--- config.mk ---
export PLATFORM = sky130hd
export DESIGN_NAME = cdb_arbiter_flat
export DESIGN_NICKNAME = d
export VERILOG_FILES = /design/src/rtl/cdb_arbiter_if.sv /design/src/rtl/cdb_arbiter.sv /design/src/flat_wrapper.sv
export SDC_FILE = /design/constraint.sdc
export NUM_CORES = 1
export LEC_CHECK = 0
export CORE_MARGIN = 4
export CORE_UTILIZATION = 45
export CTS_CLUSTER_SIZE = 12
export DETAILED_ROUTE_END_ITERATION = 12
export PLACE_DENSITY = 0.76
export SKIP_LAST_GASP = 1
export SYNTH_ARGS = -nofsm -noshare
export SYNTH_HDL_FRONTEND = slang
export SYNTH_SLANG_ARGS = --single-unit
--- constraint.sdc ---
create_clock -name clk -period 2.35 [get_ports clk]
set_clock_uncertainty 0.2 [all_clocks]
set_input_delay 0.235 -clock clk [delete_from_list [all_inputs] [get_ports clk]]
set_output_delay 0.235 -clock clk [all_outputs]
set_load 0.02 [all_outputs]
--- src/rtl/cdb_arbiter_if.sv ---
`default_nettype none
// ============================================================================
// Module      : cdb_arbiter_if
// Description : Bundles the FU result handshake, the stall/flush controls and
//               the registered common-data-bus broadcast of cdb_arbiter.
//               The master modport is the FU/pipeline side; the slave modport
//               is the arbiter itself.
// Revision    : 1.0 - initial release
// ============================================================================

`ifndef XLEN
`define XLEN 32
`endif
`ifndef ROB_SIZE
`define ROB_SIZE 6
`endif

interface cdb_arbiter_if #(
    parameter int NUM_FU    = 4,
    parameter int XLEN      = `XLEN,
    parameter int TAG_WIDTH = `ROB_SIZE,
    parameter int SRC_WIDTH = $clog2(NUM_FU)
) ();

    logic                          stall_i;
    logic                          flush_i;
    logic [NUM_FU-1:0]             fu_valid_i;
    logic [NUM_FU*TAG_WIDTH-1:0]   fu_tag_i;
    logic [NUM_FU*XLEN-1:0]        fu_value_i;
    logic [NUM_FU-1:0]             fu_ready_o;
    logic                          cdb_valid_o;
    logic [TAG_WIDTH-1:0]          cdb_tag_o;
    logic [XLEN-1:0]               cdb_value_o;
    logic [SRC_WIDTH-1:0]          cdb_src_o;

    modport master (
        output stall_i,
        output flush_i,
        output fu_valid_i,
        output fu_tag_i,
        output fu_value_i,
        input  fu_ready_o,
        input  cdb_valid_o,
        input  cdb_tag_o,
        input  cdb_value_o,
        input  cdb_src_o
    );

    modport slave (
        input  stall_i,
        input  flush_i,
        input  fu_valid_i,
        input  fu_tag_i,
        input  fu_value_i,
        output fu_ready_o,
        output cdb_valid_o,
        output cdb_tag_o,
        output cdb_value_o,
        output cdb_src_o
    );

endinterface

`default_nettype wire

--- src/rtl/cdb_arbiter.sv ---
`default_nettype none
// ============================================================================
// Module      : cdb_arbiter
// Description : Round-robin arbiter placing functional-unit results onto the
//               single common data bus. Each FU owns a one-entry holding
//               register; one held result per cycle is granted and broadcast
//               through a registered CDB stage.
// Revision    : 1.0 - initial release
// ============================================================================

`ifndef XLEN
`define XLEN 32
`endif
`ifndef ROB_SIZE
`define ROB_SIZE 6
`endif

module cdb_arbiter #(
    parameter int NUM_FU    = 4,
    parameter int XLEN      = `XLEN,
    parameter int TAG_WIDTH = `ROB_SIZE,
    parameter int SRC_WIDTH = $clog2(NUM_FU)
) (
    input  wire logic       clk,
    input  wire logic       rst,    // asynchronous, active low
    cdb_arbiter_if.slave    bus
);

    localparam logic [SRC_WIDTH:0] c_num_fu = (SRC_WIDTH+1)'(NUM_FU);

    // Holding-register view shared by the arbiter and the CDB stage
    logic [NUM_FU-1:0]      w_held;
    logic [TAG_WIDTH-1:0]   w_tag   [NUM_FU];
    logic [XLEN-1:0]        w_value [NUM_FU];

    // Arbitration and handshake
    logic [NUM_FU-1:0]      w_grant;
    logic [NUM_FU-1:0]      w_ready;
    logic [NUM_FU-1:0]      w_accept;
    logic                   w_gnt_any;
    logic [SRC_WIDTH-1:0]   w_gnt_idx;
    logic [SRC_WIDTH:0]     w_scan;
    logic [SRC_WIDTH:0]     w_ptr_inc;
    logic [SRC_WIDTH-1:0]   w_ptr_next;

    // Broadcast stage
    logic [SRC_WIDTH-1:0]   r_ptr;
    logic                   r_cdb_valid;
    logic [TAG_WIDTH-1:0]   r_cdb_tag;
    logic [XLEN-1:0]        r_cdb_value;
    logic [SRC_WIDTH-1:0]   r_cdb_src;

    // Scan held entries starting at the RR pointer, wrapping modulo NUM_FU;
    // the first held entry found wins. Stall and flush suppress any grant.
    always_comb begin
        w_gnt_any = 1'b0;
        w_gnt_idx = '0;
        w_scan    = '0;
        if (!bus.stall_i && !bus.flush_i) begin
            for (int k = 0; k < NUM_FU; k++) begin
                w_scan = {1'b0, r_ptr} + (SRC_WIDTH+1)'(k);
                if (w_scan >= c_num_fu) begin
                    w_scan = w_scan - c_num_fu;
                end
                if (!w_gnt_any && w_held[w_scan[SRC_WIDTH-1:0]]) begin
                    w_gnt_any = 1'b1;
                    w_gnt_idx = w_scan[SRC_WIDTH-1:0];
                end
            end
        end
    end

    // One-hot grant, handshake ready and accept; a granted FU may refill its
    // slot in the same cycle, giving one result per cycle per FU sustained.
    always_comb begin
        w_grant = '0;
        if (w_gnt_any) begin
            w_grant[w_gnt_idx] = 1'b1;
        end
        w_ready = '0;
        if (rst && !bus.flush_i) begin
            w_ready = ~w_held | w_grant;
        end
        w_accept = bus.fu_valid_i & w_ready;
    end

    // Pointer advances to the entry after the winner, wrapping at NUM_FU
    always_comb begin
        w_ptr_inc  = {1'b0, w_gnt_idx} + (SRC_WIDTH+1)'(1);
        w_ptr_next = (w_ptr_inc == c_num_fu) ? '0 : w_ptr_inc[SRC_WIDTH-1:0];
    end

    genvar gi;
    generate
        for (gi = 0; gi < NUM_FU; gi++) begin : g_fu
            logic                 r_held;
            logic [TAG_WIDTH-1:0] r_tag;
            logic [XLEN-1:0]      r_value;

            // Per-FU holding register: flush clears, accept loads (overriding
            // the clear of a simultaneous grant), grant alone releases.
            always_ff @(posedge clk or negedge rst) begin
                if (!rst) begin
                    r_held  <= 1'b0;
                    r_tag   <= '0;
                    r_value <= '0;
                end else if (bus.flush_i) begin
                    r_held  <= 1'b0;
                end else if (w_accept[gi]) begin
                    r_held  <= 1'b1;
                    r_tag   <= bus.fu_tag_i[gi*TAG_WIDTH +: TAG_WIDTH];
                    r_value <= bus.fu_value_i[gi*XLEN +: XLEN];
                end else if (w_grant[gi]) begin
                    r_held  <= 1'b0;
                end
            end

            assign w_held[gi]  = r_held;
            assign w_tag[gi]   = r_tag;
            assign w_value[gi] = r_value;
        end
    endgenerate

    // Registered CDB broadcast and RR pointer; without a grant the payload
    // fields keep their last values and only the valid pulse drops.
    always_ff @(posedge clk or negedge rst) begin
        if (!rst) begin
            r_ptr       <= '0;
            r_cdb_valid <= 1'b0;
            r_cdb_tag   <= '0;
            r_cdb_value <= '0;
            r_cdb_src   <= '0;
        end else if (bus.flush_i) begin
            r_ptr       <= '0;
            r_cdb_valid <= 1'b0;
        end else if (w_gnt_any) begin
            r_ptr       <= w_ptr_next;
            r_cdb_valid <= 1'b1;
            r_cdb_tag   <= w_tag[w_gnt_idx];
            r_cdb_value <= w_value[w_gnt_idx];
            r_cdb_src   <= w_gnt_idx;
        end else begin
            r_cdb_valid <= 1'b0;
        end
    end

    assign bus.fu_ready_o  = w_ready;
    assign bus.cdb_valid_o = r_cdb_valid;
    assign bus.cdb_tag_o   = r_cdb_tag;
    assign bus.cdb_value_o = r_cdb_value;
    assign bus.cdb_src_o   = r_cdb_src;

endmodule

`default_nettype wire

--- src/flat_wrapper.sv ---
// flat-port wrapper written by rule: the top's interface ports become plain ports
module cdb_arbiter_flat 
#(
    parameter int NUM_FU    = 4,
    parameter int XLEN      = `XLEN,
    parameter int TAG_WIDTH = `ROB_SIZE,
    parameter int SRC_WIDTH = $clog2(NUM_FU)
)
  (clk, rst, bus_stall_i, bus_flush_i, bus_fu_valid_i, bus_fu_tag_i, bus_fu_value_i, bus_fu_ready_o, bus_cdb_valid_o, bus_cdb_tag_o, bus_cdb_value_o, bus_cdb_src_o);
  cdb_arbiter_if #(.NUM_FU(NUM_FU), .XLEN(XLEN), .TAG_WIDTH(TAG_WIDTH), .SRC_WIDTH(SRC_WIDTH)) bus_i ();
  input  wire logic clk;
  input  wire logic rst;
  input wire logic [$bits(bus_i.stall_i)-1:0] bus_stall_i;
  input wire logic [$bits(bus_i.flush_i)-1:0] bus_flush_i;
  input wire logic [$bits(bus_i.fu_valid_i)-1:0] bus_fu_valid_i;
  input wire logic [$bits(bus_i.fu_tag_i)-1:0] bus_fu_tag_i;
  input wire logic [$bits(bus_i.fu_value_i)-1:0] bus_fu_value_i;
  output wire logic [$bits(bus_i.fu_ready_o)-1:0] bus_fu_ready_o;
  output wire logic [$bits(bus_i.cdb_valid_o)-1:0] bus_cdb_valid_o;
  output wire logic [$bits(bus_i.cdb_tag_o)-1:0] bus_cdb_tag_o;
  output wire logic [$bits(bus_i.cdb_value_o)-1:0] bus_cdb_value_o;
  output wire logic [$bits(bus_i.cdb_src_o)-1:0] bus_cdb_src_o;
  assign bus_i.stall_i = bus_stall_i;
  assign bus_i.flush_i = bus_flush_i;
  assign bus_i.fu_valid_i = bus_fu_valid_i;
  assign bus_i.fu_tag_i = bus_fu_tag_i;
  assign bus_i.fu_value_i = bus_fu_value_i;
  assign bus_fu_ready_o = bus_i.fu_ready_o;
  assign bus_cdb_valid_o = bus_i.cdb_valid_o;
  assign bus_cdb_tag_o = bus_i.cdb_tag_o;
  assign bus_cdb_value_o = bus_i.cdb_value_o;
  assign bus_cdb_src_o = bus_i.cdb_src_o;
  cdb_arbiter #(.NUM_FU(NUM_FU), .XLEN(XLEN), .TAG_WIDTH(TAG_WIDTH), .SRC_WIDTH(SRC_WIDTH)) u_core (.clk(clk), .rst(rst), .bus(bus_i));
endmodule
Word level (Yosys, flattened, before mapping). Index checks and enable logic that the tools add are counted. W data, S select, Z words.

Flip-flop bits (word level): 199.

Equal/unequal tests: 1. Mux-type cells: 56. $lt $le $gt $ge: 11. Bitwise gates (word level): 5. Add/sub/neg operators: 8. Reduce and logical (&&, ||, !) cells: 21.

Operator list (count): $bmux W32 S2 (1); $mux W32 (2); $mux W2 (16); $mux W1 (27); $lt A2 B3 Y1 const B (5); $bmux W6 S2 (1); $ge A3 B3 Y1 const B (4); $mux W6 (2); $reduce_bool A3 Y1 (4); $reduce_and A2 Y1 (5); $bmux W1 S2 (4); $mux W4 (2); $sub A2 B1 Y2 const B (4); $add A2 B1 Y3 const B (2); $add A2 B2 Y3 const B (2); $logic_and A1 B1 Y1 (6); $logic_not A1 Y1 (5); $and A4 B4 Y4 (1); $not A4 Y4 (1); $or A4 B4 Y4 (1); $eq A3 B3 Y1 const B (1); $ge A2 B3 Y1 const B (1); $not A2 Y3 (1); $demux W1 S2 (1); other kinds (3) (3).

Longest topological paths before layout. Gate-level depths: netlist (run 1).

Word-level depth: 29. Mapped depth: 9. Mapped depth without buffers: 6.

Worst setup path after synthesis (run 1). OpenSTA, ideal clock, no wires.

Path type: reg2reg. Start: reg u_core.r_ptr[0]. End: reg u_core.g_fu[0].r_value[11]. Setup time: 0.128 ns. Data required time: 2.022 ns. Cell stages (with the launch flop): 8. Period minus slack after synthesis: 2.311 ns. Path slack: 0.039 ns. Buffers on the path: 2. Arrival: 1.984 ns. Cell sequence: dfrtp_1 -> nand2b_1 -> a211oi_1 -> o21ai_1 -> a211oi_1 -> buf_2 -> buf_4 -> mux2_1.

Longest elaborated chain between the ends: 28. Elaborated cells on any way between the ends: 56. Classes of those cells: 7 x add/sub; 6 x order compare; 33 x mux; 2 x bitwise; 8 x reduce/logical.

RTL lines: start: declaration (line cdb_arbiter.sv:47) `logic [SRC_WIDTH-1:0] r_ptr;`; start signal: assignment (line cdb_arbiter.sv:137) `r_ptr <= w_ptr_next;`; $ge A2 B3 Y1 / $sub A2 B1 Y2 (equally long branches) (line cdb_arbiter.sv:62, cdb_arbiter.sv:63); $mux W2 (line cdb_arbiter.sv:62) `if (w_scan >= c_num_fu) begin`; $mux W2 (line cdb_arbiter.sv:59) `if (!bus.stall_i && !bus.flush_i) begin`; $bmux W1 S2 (line cdb_arbiter.sv:65) `if (!w_gnt_any && w_held[w_scan[SRC_WIDTH-1:0]]) begin`; $mux W1 (implied by the code) (line cdb_arbiter.sv:65); $mux W1 (line cdb_arbiter.sv:65); $mux W1 (line cdb_arbiter.sv:59); $logic_not A1 Y1 (line cdb_arbiter.sv:65); [12 not listed]; $logic_and A1 B1 Y1 (implied by the code) (line cdb_arbiter.sv:78) `w_grant[w_gnt_idx] = 1'b1;`; $mux W1 (implied by the code) (line cdb_arbiter.sv:78); $demux W1 S2; $mux W4 (*) (line cdb_arbiter.sv:77) `if (w_gnt_any) begin`; $or A4 B4 Y4 (*) (line cdb_arbiter.sv:82) `w_ready = ~w_held | w_grant;`; $mux W4 (*) (line cdb_arbiter.sv:81) `if (rst && !bus.flush_i) begin`; $and A4 B4 Y4 (*) (line cdb_arbiter.sv:84) `w_accept = bus.fu_valid_i & w_ready;`; $reduce_and A2 Y1 (no line) (*); end signal: assignment (line cdb_arbiter.sv:112) `r_value <= bus.fu_value_i[gi*XLEN +: XLEN];`; end: declaration (line cdb_arbiter.sv:98) `logic [XLEN-1:0] r_value;`.

Every way passes the cells marked *; elsewhere a longest branch is shown, timed or not. The select of a mux whose other input is x is not followed. A chain may end at the register's enable or synchronous reset.

Worst setup path in the final report (run 1).
Start: reg u_core.g_fu[0].r_held. End: out bus_fu_ready_o[1].

Longest elaborated chain between the ends: 23. Elaborated cells on any way between the ends: 35. Classes of those cells: 2 x order compare; 25 x mux; 1 x bitwise; 7 x reduce/logical.

RTL lines: start: declaration (line cdb_arbiter.sv:96) `logic r_held;`; start signal: assignment (line cdb_arbiter.sv:104) `r_held <= 1'b0;`; start signal: assignment (line cdb_arbiter.sv:108) `r_held <= 1'b0;`; start signal: assignment (line cdb_arbiter.sv:110) `r_held <= 1'b1;`; $bmux W1 S2 (line cdb_arbiter.sv:65); $mux W1 (implied by the code) (line cdb_arbiter.sv:65); $mux W1 (line cdb_arbiter.sv:65); $mux W1 (line cdb_arbiter.sv:59); $logic_not A1 Y1 (line cdb_arbiter.sv:65); $logic_and A1 B1 Y1 (line cdb_arbiter.sv:65); $mux W1 (line cdb_arbiter.sv:65); $mux W1 (line cdb_arbiter.sv:59); [7 not listed]; $mux W2 (line cdb_arbiter.sv:59); $lt A2 B3 Y1 (implied by the code) / $ge A2 B1 Y1 (equally long branches) (line cdb_arbiter.sv:78); $logic_and A1 B1 Y1 (implied by the code) (line cdb_arbiter.sv:78); $mux W1 (implied by the code) (line cdb_arbiter.sv:78); $demux W1 S2; $mux W4 (*) (line cdb_arbiter.sv:77); $or A4 B4 Y4 (*) (line cdb_arbiter.sv:82); $mux W4 (*) (line cdb_arbiter.sv:81); end: declaration (line flat_wrapper.sv:18) `output wire logic [$bits(bus_i.fu_ready_o)-1:0] bus_fu_ready_o;`.

Marks and branches as above.

==> results of run 1 <==
[logic make-up (layout without fill, tap and decap cells)]
group / after synthesis / in the layout
compound gates: 99 / 99
xor+xnor: 1 / 1
buf+inv: 50 / 307
flops: 199 / 199
mux: 190 / 190
simple gates: 110 / 110
[area by class of cell]
class / count / area, um2
fillers: 1376 / 6334
flip-flops and latches: 199 / 4981
multi-input cells: 400 / 3592
repair buffers: 270 / 2894
clock buffers: 17 / 425.4
well taps: 234 / 292.8
clock inverters: 14 / 163.9
inverters: 6 / 22.52
[synthesized netlist by cell type]
| master | instances | share of area |
|---|---|---|
| o21ba_2 | 1 | 0.0012 |
| xnor2_1 | 1 | 0.0010 |
| a221oi_1 | 1 | 0.0010 |
| clkbuf_1 | 19 | 0.0083 |
| o31ai_1 | 1 | 0.00088 |
| a21oi_1 | 45 | 0.026 |
| a211oi_1 | 2 | 0.0018 |
| a311oi_1 | 1 | 0.0010 |
| inv_1 | 5 | 0.0022 |
| or3_1 | 1 | 0.00073 |
| mux2_1 | 60 | 0.079 |
| a221o_1 | 38 | 0.044 |
| nor2_1 | 6 | 0.0026 |
| o21ai_1 | 1 | 0.00058 |
| o22ai_1 | 1 | 0.00073 |
| dfrtp_1 | 199 | 0.58 |
| nor3b_1 | 1 | 0.00088 |
| buf_2 | 18 | 0.011 |
| nor3_1 | 6 | 0.0035 |
| a31oi_1 | 2 | 0.0015 |
| nor2b_1 | 2 | 0.0015 |
| and2_1 | 2 | 0.0015 |
| nand2_1 | 82 | 0.036 |
| buf_4 | 6 | 0.0053 |
| nand2b_1 | 4 | 0.0029 |
| o21ai_0 | 1 | 0.00058 |
| and3_1 | 1 | 0.00073 |
| o32ai_1 | 1 | 0.0010 |
| clkinv_1 | 1 | 0.00044 |
| mux2_2 | 130 | 0.17 |
| nor4_4 | 1 | 0.0025 |
| or2_2 | 2 | 0.0015 |
| a22oi_1 | 1 | 0.00088 |
| a21o_1 | 2 | 0.0018 |
| nand3_1 | 1 | 0.00058 |
| nor4_1 | 1 | 0.00073 |
| buf_1 | 1 | 0.00044 |
| o211a_1 | 1 | 0.0012 |
[timing repair]
action | in CTS | in global routing
gates resized for setup | 26 | 48
cloned | 1 | 6
pin swaps | 3 | 16
setup buffers | 7 | 11
hold endpoints to repair | 201 | 0
hold buffers | 1 | 0
endpoints found under the setup margin | 117 | 189
[metrics by stage]
stage | setup TNS (ns) | hold WS (ns) | instances | power, uW | worst slack, ns
after floorplan | 0 | -0.2606 | 649 | 6598 | 0.03896
final | -13.14 | 0.1938 | 1140 | 11250 | -0.1670
after detailed placement | -12.16 | 0.2721 | 1085 | 8119 | -0.2282
after CTS | -2.623 | 0.1734 | 1124 | 11120 | -0.08423
after global placement | -6.662 | 0.2641 | 1085 | 8013 | -0.1418
after global routing | -25.18 | 0.1848 | 1140 | 11830 | -0.2222
[registers in the layout, indices dropped and copies added, names as in the netlist]
register,count
u_core.r_ptr,2
u_core.bus.cdb_value_o,32
u_core.g_fu.r_held,4
u_core.bus.cdb_src_o,2
u_core.bus.cdb_valid_o,1
u_core.g_fu.r_value,128
u_core.g_fu.r_tag,24
u_core.bus.cdb_tag_o,6
[how the worst max path moves through the flow]
stage	end	slack, ns	depth (start not counted)
3_5_place_dp	bus_fu_ready_o[3]	-0.23	6
3_3_place_gp	bus_fu_ready_o[3]	-0.14	6
4_1_cts	u_core.g_fu[3].r_value[12]	-0.08	9
5_1_grt	bus_fu_ready_o[1]	-0.22	8
2_1_floorplan	u_core.g_fu[0].r_value[11]	0.04	7
6_report	bus_fu_ready_o[1]	-0.17	8
[power by group through the flow]
stage	Sequential [uW]	Clock (uW)	Combinational [uW]
2_1_floorplan	5140	0	1460
3_3_place_gp	4880	0	3130
3_5_place_dp	4920	0	3200
4_1_cts	4860	3000	3260
5_1_grt	4980	3140	3710
6_report	4870	2930	3450
[worst register-to-register path: stages (launching register included)]
cell      delay (ns)
dfrtp_1         0.45
buf_6           0.15
nand2b_4        0.08
nor2_2          0.06
buf_4           0.13
nor4_4          0.31
buf_4           0.20
buf_4           0.12
a31oi_4         0.11
buf_12          0.20
mux2_1          0.35
[per-layer routing]
metal	global-route usage	vias to the layer above	wire length [um]
met4	0.06885	0	512
met3	0.04267	34	1393
met2	0.3619	248	11780
met1	0.2962	3226	10450
li1	-	2816	-
met5	0	-	0
==> summary.txt, run 1 <==
Status
  – Status: complete, but fails checks
  – Failing checks: setup timing

Synthesis
  – Synth Area in Simple Gates: 0.05553
  – Avg Cell Area, Syn: 13.19 um2
  – Post-Syn Nets: 809
  – Sequential-to-total area share from yosys stat: 0.5816
  – Post-synthesis sequential element count: 199
  – Synth Area in Adders: 0
  – Mux cell area share after synthesis: 0.2499
  – Complex-gate fraction of the synthesized area: 0.08476
  – Cell area after synthesis: 0.008562 mm2
  – Synth Warn #: 0
  – Post-Syn Instances: 649
  – Yosys cell types: 38
  – XOR/XNOR share of the synthesized area: 0.001023
  – Main combinational cell family by area after synthesis: multiplexers

Min path
  – Worst Hold End: u_core.g_fu[1].r_value[24]
  – Hold Crit Depth: 2
  – HP Class: in -> reg
  – Min-delay src: bus_fu_value_i[56]

Power
  – Net Sw Frac: 0.2935
  – Reg power frac: 0.433
  – PD cells: 909.5 mW/mm2
  – NetSw: 3303 uW
  – Leak: 0.005343 uW
  – Max VDD drop: 0.0005191 V
  – Int Power: 7950 uW
  – Comb power frac: 0.306
  – Clock power share: 0.261

Setup path
  – R2R depth: 10
  – Max FO, Critical Path: 4
  – CP Data Arrival Time: 2.08 ns
  – Crit. End Element: primary output
  – CP Cell Sequence: buf_6 -> nand2b_4 -> a21oi_1 -> or2_2 -> buf_4 -> a21oi_1 -> nor2_1 -> buf_2
  – Crit-path leading delay family: buffers and inverters
  – Max stage delay on crit path: 0.45 ns
  – Crit Path Category: reg -> out
  – RR Startpoint: u_core.g_fu[0].r_held
  – Worst setup SP type: flip-flop
  – Worst endpoint required time: 1.91 ns
  – Reg-to-reg slack, setup: -0.12 ns
  – Crit-path most repeated cell: a21oi_1
  – Crit path from: u_core.g_fu[0].r_held
  – Critical-path top delay cell: dfrtp_1
  – WP buf/inv: 3
  – Worst r2r dst: u_core.g_fu[1].r_value[15]

GRT
  – Vias in the first global route: 6735
  – First-pass GRT wire length: 36710 um
  – Largest net degree at the start of global routing: 144
  – Initial antenna violation count: 0
  – Remaining global-route overflow: 0
  – Total track usage: 0.2199

Floorplanning
  – # IOs: 205
  – Total die area: 0.02130 mm2
  – Die X: 145.9 um
  – Die Ht: 145.9 um
  – # rows: 50
  – Initial Utilization: 0.4577
  – Core area: 0.01871 mm2

Routing
  – DR pass1 iterations: 5
  – Detailed-route via count: 6324
  – Routed WL: 24140 um
  – Number of DRC markers in iteration 0: 331
  – DRT antenna net count: 0
  – DRC Markers: 0
  – Vias/cell: 5.547
  – WL/cell: 21.18 um

Place
  – Placed inst area: 0.01122 mm2
  – IO buf count: 204
  – Detailed placer's ending HPWL: 15500 um
  – Placer Congestion: 0.8802

Timing
  – Slew margin rel.: 0.4548
  – Final setup violation count: 191
  – Tcrit/Tclk final: 1.071
  – Crit path time final: 2.517 ns
  – Final Hold Viols: 0
  – Final setup margin: -0.1670 ns
  – Slew Viols, Final: 0
  – Worst-Margin Slew: 0.8178 ns
  – Unrepaired setup endpoints after global routing: true
  – Maximum clock frequency: 397.3 MHz

Clock tree
  – Clock transition at the registers of the reported paths: 0.07 ns
  – TritonCTS clock tree: done
  – Clk root buf: clkbuf_16
  – Cts bufs inserted: 17
  – Clock latency on the worst-skew pair: 0.43 ns
  – Clk sinks: 199
  – H-tree depth: 4
  – CTS max path bufs: 2

Layout
  – Area Growth Syn to Fin: 44.50%
  – Most common cell after layout, fill and taps aside: clkdlybuf4s50_1
  – N_diodes: 0
  – Layout cell share with drive strength beyond 1: 0.3002
  – Post-route cell area: 0.01237 mm2
  – Total Nets Final: 1054
  – Most frequent cells in the layout: clkdlybuf4s50_1 (199), dfrtp_1 (198), mux2_2 (120)
  – Post-Route Utilization: 0.6614

Job
  – Max cap viols: 0
Note: power is estimated with default switching activity, not from simulation.
==> run 2: changes to the inputs <==
--- a/config.mk
+++ b/config.mk
@@ -10,6 +10,7 @@
 export CTS_CLUSTER_SIZE = 12
 export DETAILED_ROUTE_END_ITERATION = 12
 export PLACE_DENSITY = 0.76
+export RECOVER_POWER = 50
 export SKIP_LAST_GASP = 1
 export SYNTH_ARGS = -nofsm -noshare
 export SYNTH_HDL_FRONTEND = slang
==> run 2 against run 1 <==
  * Sequential cell count is the same
  * Wire length about the same
  * Setup slack better by 0.0046 ns
  * Die area did not move
  * The run still ends with setup timing left
  * Sequential power is essentially flat
  * Power about the same
  * Sequential share of layout area barely moved
  * Cell count unchanged
  * Global-route usage stayed put
  * Register-to-register slack is essentially flat
==> summary.txt, run 2 (same netlist as run 1, synthesis figures left out) <==
Status
  – Status: complete, but fails checks (unchanged)
  – Failing checks: setup timing (unchanged)

Floorplanning
  – Total die area: 0.02130 mm2 (unchanged)
  – Initial Utilization: 0.4577 (unchanged)
  – # rows: 50 (unchanged)
  – Die Ht: 145.9 um (unchanged)
  – Core area: 0.01871 mm2 (unchanged)
  – # IOs: 205 (unchanged)
  – Die X: 145.9 um (unchanged)

Setup path
  – Max FO, Critical Path: 4 (unchanged)
  – CP Data Arrival Time: 2.08 ns (about the same)
  – Crit-path most repeated cell: a21oi_1 (unchanged)
  – Worst setup SP type: flip-flop (unchanged)
  – Max stage delay on crit path: 0.45 ns (about the same)
  – Crit. End Element: primary output (unchanged)
  – Critical-path top delay cell: dfrtp_1 (unchanged)
  – CP Cell Sequence: buf_6 -> nand2b_4 -> a21oi_1 -> or2_2 -> buf_4 -> a21oi_1 -> nor2_1 -> buf_2 (unchanged)
  – Worst endpoint required time: 1.91 ns (about the same)
  – Reg-to-reg slack, setup: -0.12 ns (about the same)
  – Crit Path Category: reg -> out (unchanged)

Place
  – Placer Congestion: 0.8802 (unchanged)
  – Detailed placer's ending HPWL: 15500 um (unchanged)
  – Worst slack, placed: -0.2282 ns (unchanged)
  – IO buf count: 204 (unchanged)
  – # placed instances: 1085 (unchanged)
  – Placed inst area: 0.01122 mm2 (unchanged)

Timing
  – Unrepaired setup endpoints after global routing: true (unchanged)
  – Final Hold Viols: 0 (unchanged)
  – Worst-Margin Slew: 1.388 ns (was 0.8178 ns)
  – Final setup margin: -0.1624 ns (was -0.1670 ns)
  – Slew Viols, Final: 0 (unchanged)
  – Crit path time final: 2.512 ns (was 2.517 ns)
  – Tcrit/Tclk final: 1.069 (was 1.071)
  – Slew margin rel.: 0.07488 (was 0.4548)
  – Final setup violation count: 191 (unchanged)
  – Maximum clock frequency: 398.0 MHz (was 397.3 MHz)
  – Hold WS: 0.1916 ns (was 0.1938 ns)

Layout
  – Multi-input logic area: 0.003592 mm2 (unchanged)
  – Register area: 0.004981 mm2 (unchanged)
  – Fill cells: 1376 (unchanged)
  – Largest register FFs: 128 (unchanged)
  – Most frequent cells in the layout: clkdlybuf4s50_1 (199), dfrtp_1 (198), mux2_2 (120) (unchanged)
  – Reg with most FFs: u_core.g_fu.r_value (unchanged)
  – Most common cell after layout, fill and taps aside: clkdlybuf4s50_1 (unchanged)
  – N_diodes: 0 (unchanged)
  – Final std cells w/o fill: 1140 (unchanged)
  – Total Nets Final: 1054 (unchanged)
  – Layout cell share with drive strength beyond 1: 0.3002 (unchanged)
  – Area Growth Syn to Fin: 44.37% (was 44.50%)
  – Post-route cell area: 0.01236 mm2 (was 0.01237 mm2)

Routing
  – DRC Markers: 0 (unchanged)
  – DR pass1 iterations: 5 (unchanged)
  – Vias/cell: 5.532 (was 5.547)
  – Number of DRC markers in iteration 0: 331 (unchanged)
  – Routed WL: 24130 um (was 24140 um)
  – WL/cell: 21.17 um (was 21.18 um)
  – Detailed-route via count: 6307 (was 6324)
  – DRT antenna net count: 0 (unchanged)

Clock tree
  – Clk sinks: 199 (unchanged)
  – Clk root buf: clkbuf_16 (unchanged)
  – Clock transition at the registers of the reported paths: 0.07 ns (about the same)
  – Cts bufs inserted: 17 (unchanged)
  – TritonCTS clock tree: done (unchanged)
  – CTS max path bufs: 2 (unchanged)
  – H-tree depth: 4 (unchanged)
  – Clock latency on the worst-skew pair: 0.42 ns (was 0.43 ns)

GRT
  – Vias in the first global route: 6735 (unchanged)
  – Initial antenna violation count: 0 (unchanged)
  – Largest net degree at the start of global routing: 144 (unchanged)
  – Total track usage: 0.2199 (unchanged)
  – Remaining global-route overflow: 0 (unchanged)
  – First-pass GRT wire length: 36710 um (unchanged)

Power
  – Max VDD drop: 0.0005191 V (about the same)
  – Power Total: 11250 uW (about the same)
  – Leak: 0.005339 uW (was 0.005343 uW)
  – PD cells: 910.1 mW/mm2 (was 909.5 mW/mm2)

Min path
  – HP Class: in -> reg (unchanged)

Job
  – Max cap viols: 0 (unchanged)
run 2: changes by cell type in the layout (fill, tap and decap cells not counted):
cell / previous run / this run
buf_12: 18 / 17
clkbuf_2: 0 / 1
buf_6: 4 / 5
buf_4: 38 / 37
run 2: power by group:
part | internal [uW] | switching, uW | total [uW]
Sequential | 4360 | 514 | 4870
Clock | 1600 | 1340 | 2940
Combinational | 2000 | 1450 | 3440
run 2: path summary, 6_finish.rpt:
kind | end | from | depth (start not counted)
max in group asynchronous | u_core.g_fu[0].r_value[24] | rst | 3
setup / recovery | bus_fu_ready_o[1] | u_core.g_fu[0].r_held | 8
min in group asynchronous | u_core.g_fu[1].r_value[5] | rst | 3
setup reg to reg | u_core.g_fu[1].r_value[15] | u_core.g_fu[0].r_held | 10
hold reg to reg | u_core.bus.cdb_src_o[0] | u_core.bus.cdb_src_o[0] | 1
hold / removal | u_core.g_fu[1].r_value[24] | bus_fu_value_i[56] | 2
run 2: layout make-up:
class                      instances  share of cell area
clock inverter                    14             0.01326
timing repair buffer             270              0.2332
inverter                           6            0.001822
tap                              234             0.02369
clock buffer                      17             0.03442
sequential                       199              0.4030
multi-input combinational        400              0.2906
run 2: repair_timing:
action                                 CTS  global route
pin swaps                                3            16
hold buffers                             1             0
setup endpoints to repair              117           189
gates resized for setup                 26            48
endpoints found under the hold margin  201             0
gates cloned                             1             6
buffers inserted                         7            11
run 2: layer usage:
layer | track usage | wire (um) | vias to the layer above
met1 | 0.2962 | 10450 | 3227
met4 | 0.06885 | 537 | 0
met3 | 0.04267 | 1375 | 34
met2 | 0.3619 | 11770 | 234
li1 | - | - | 2812
met5 | 0 | 0 | -
run 2: critical path: cells and delay by family (launching register included):
family,cells,cell delay [ns]
buf+inv,3,0.49
flops,1,0.45
simple gates,3,0.45
compound gates,2,0.26
run 2: through the flow:
stage / utilization / setup TNS [ns]
4_1_cts: 0.6381 / -2.623
6_report: 0.6608 / -12.73
2_1_floorplan: - / 0
3_5_place_dp: 0.5997 / -12.16
3_3_place_gp: 0.5997 / -6.662
5_1_grt: 0.6608 / -25.25
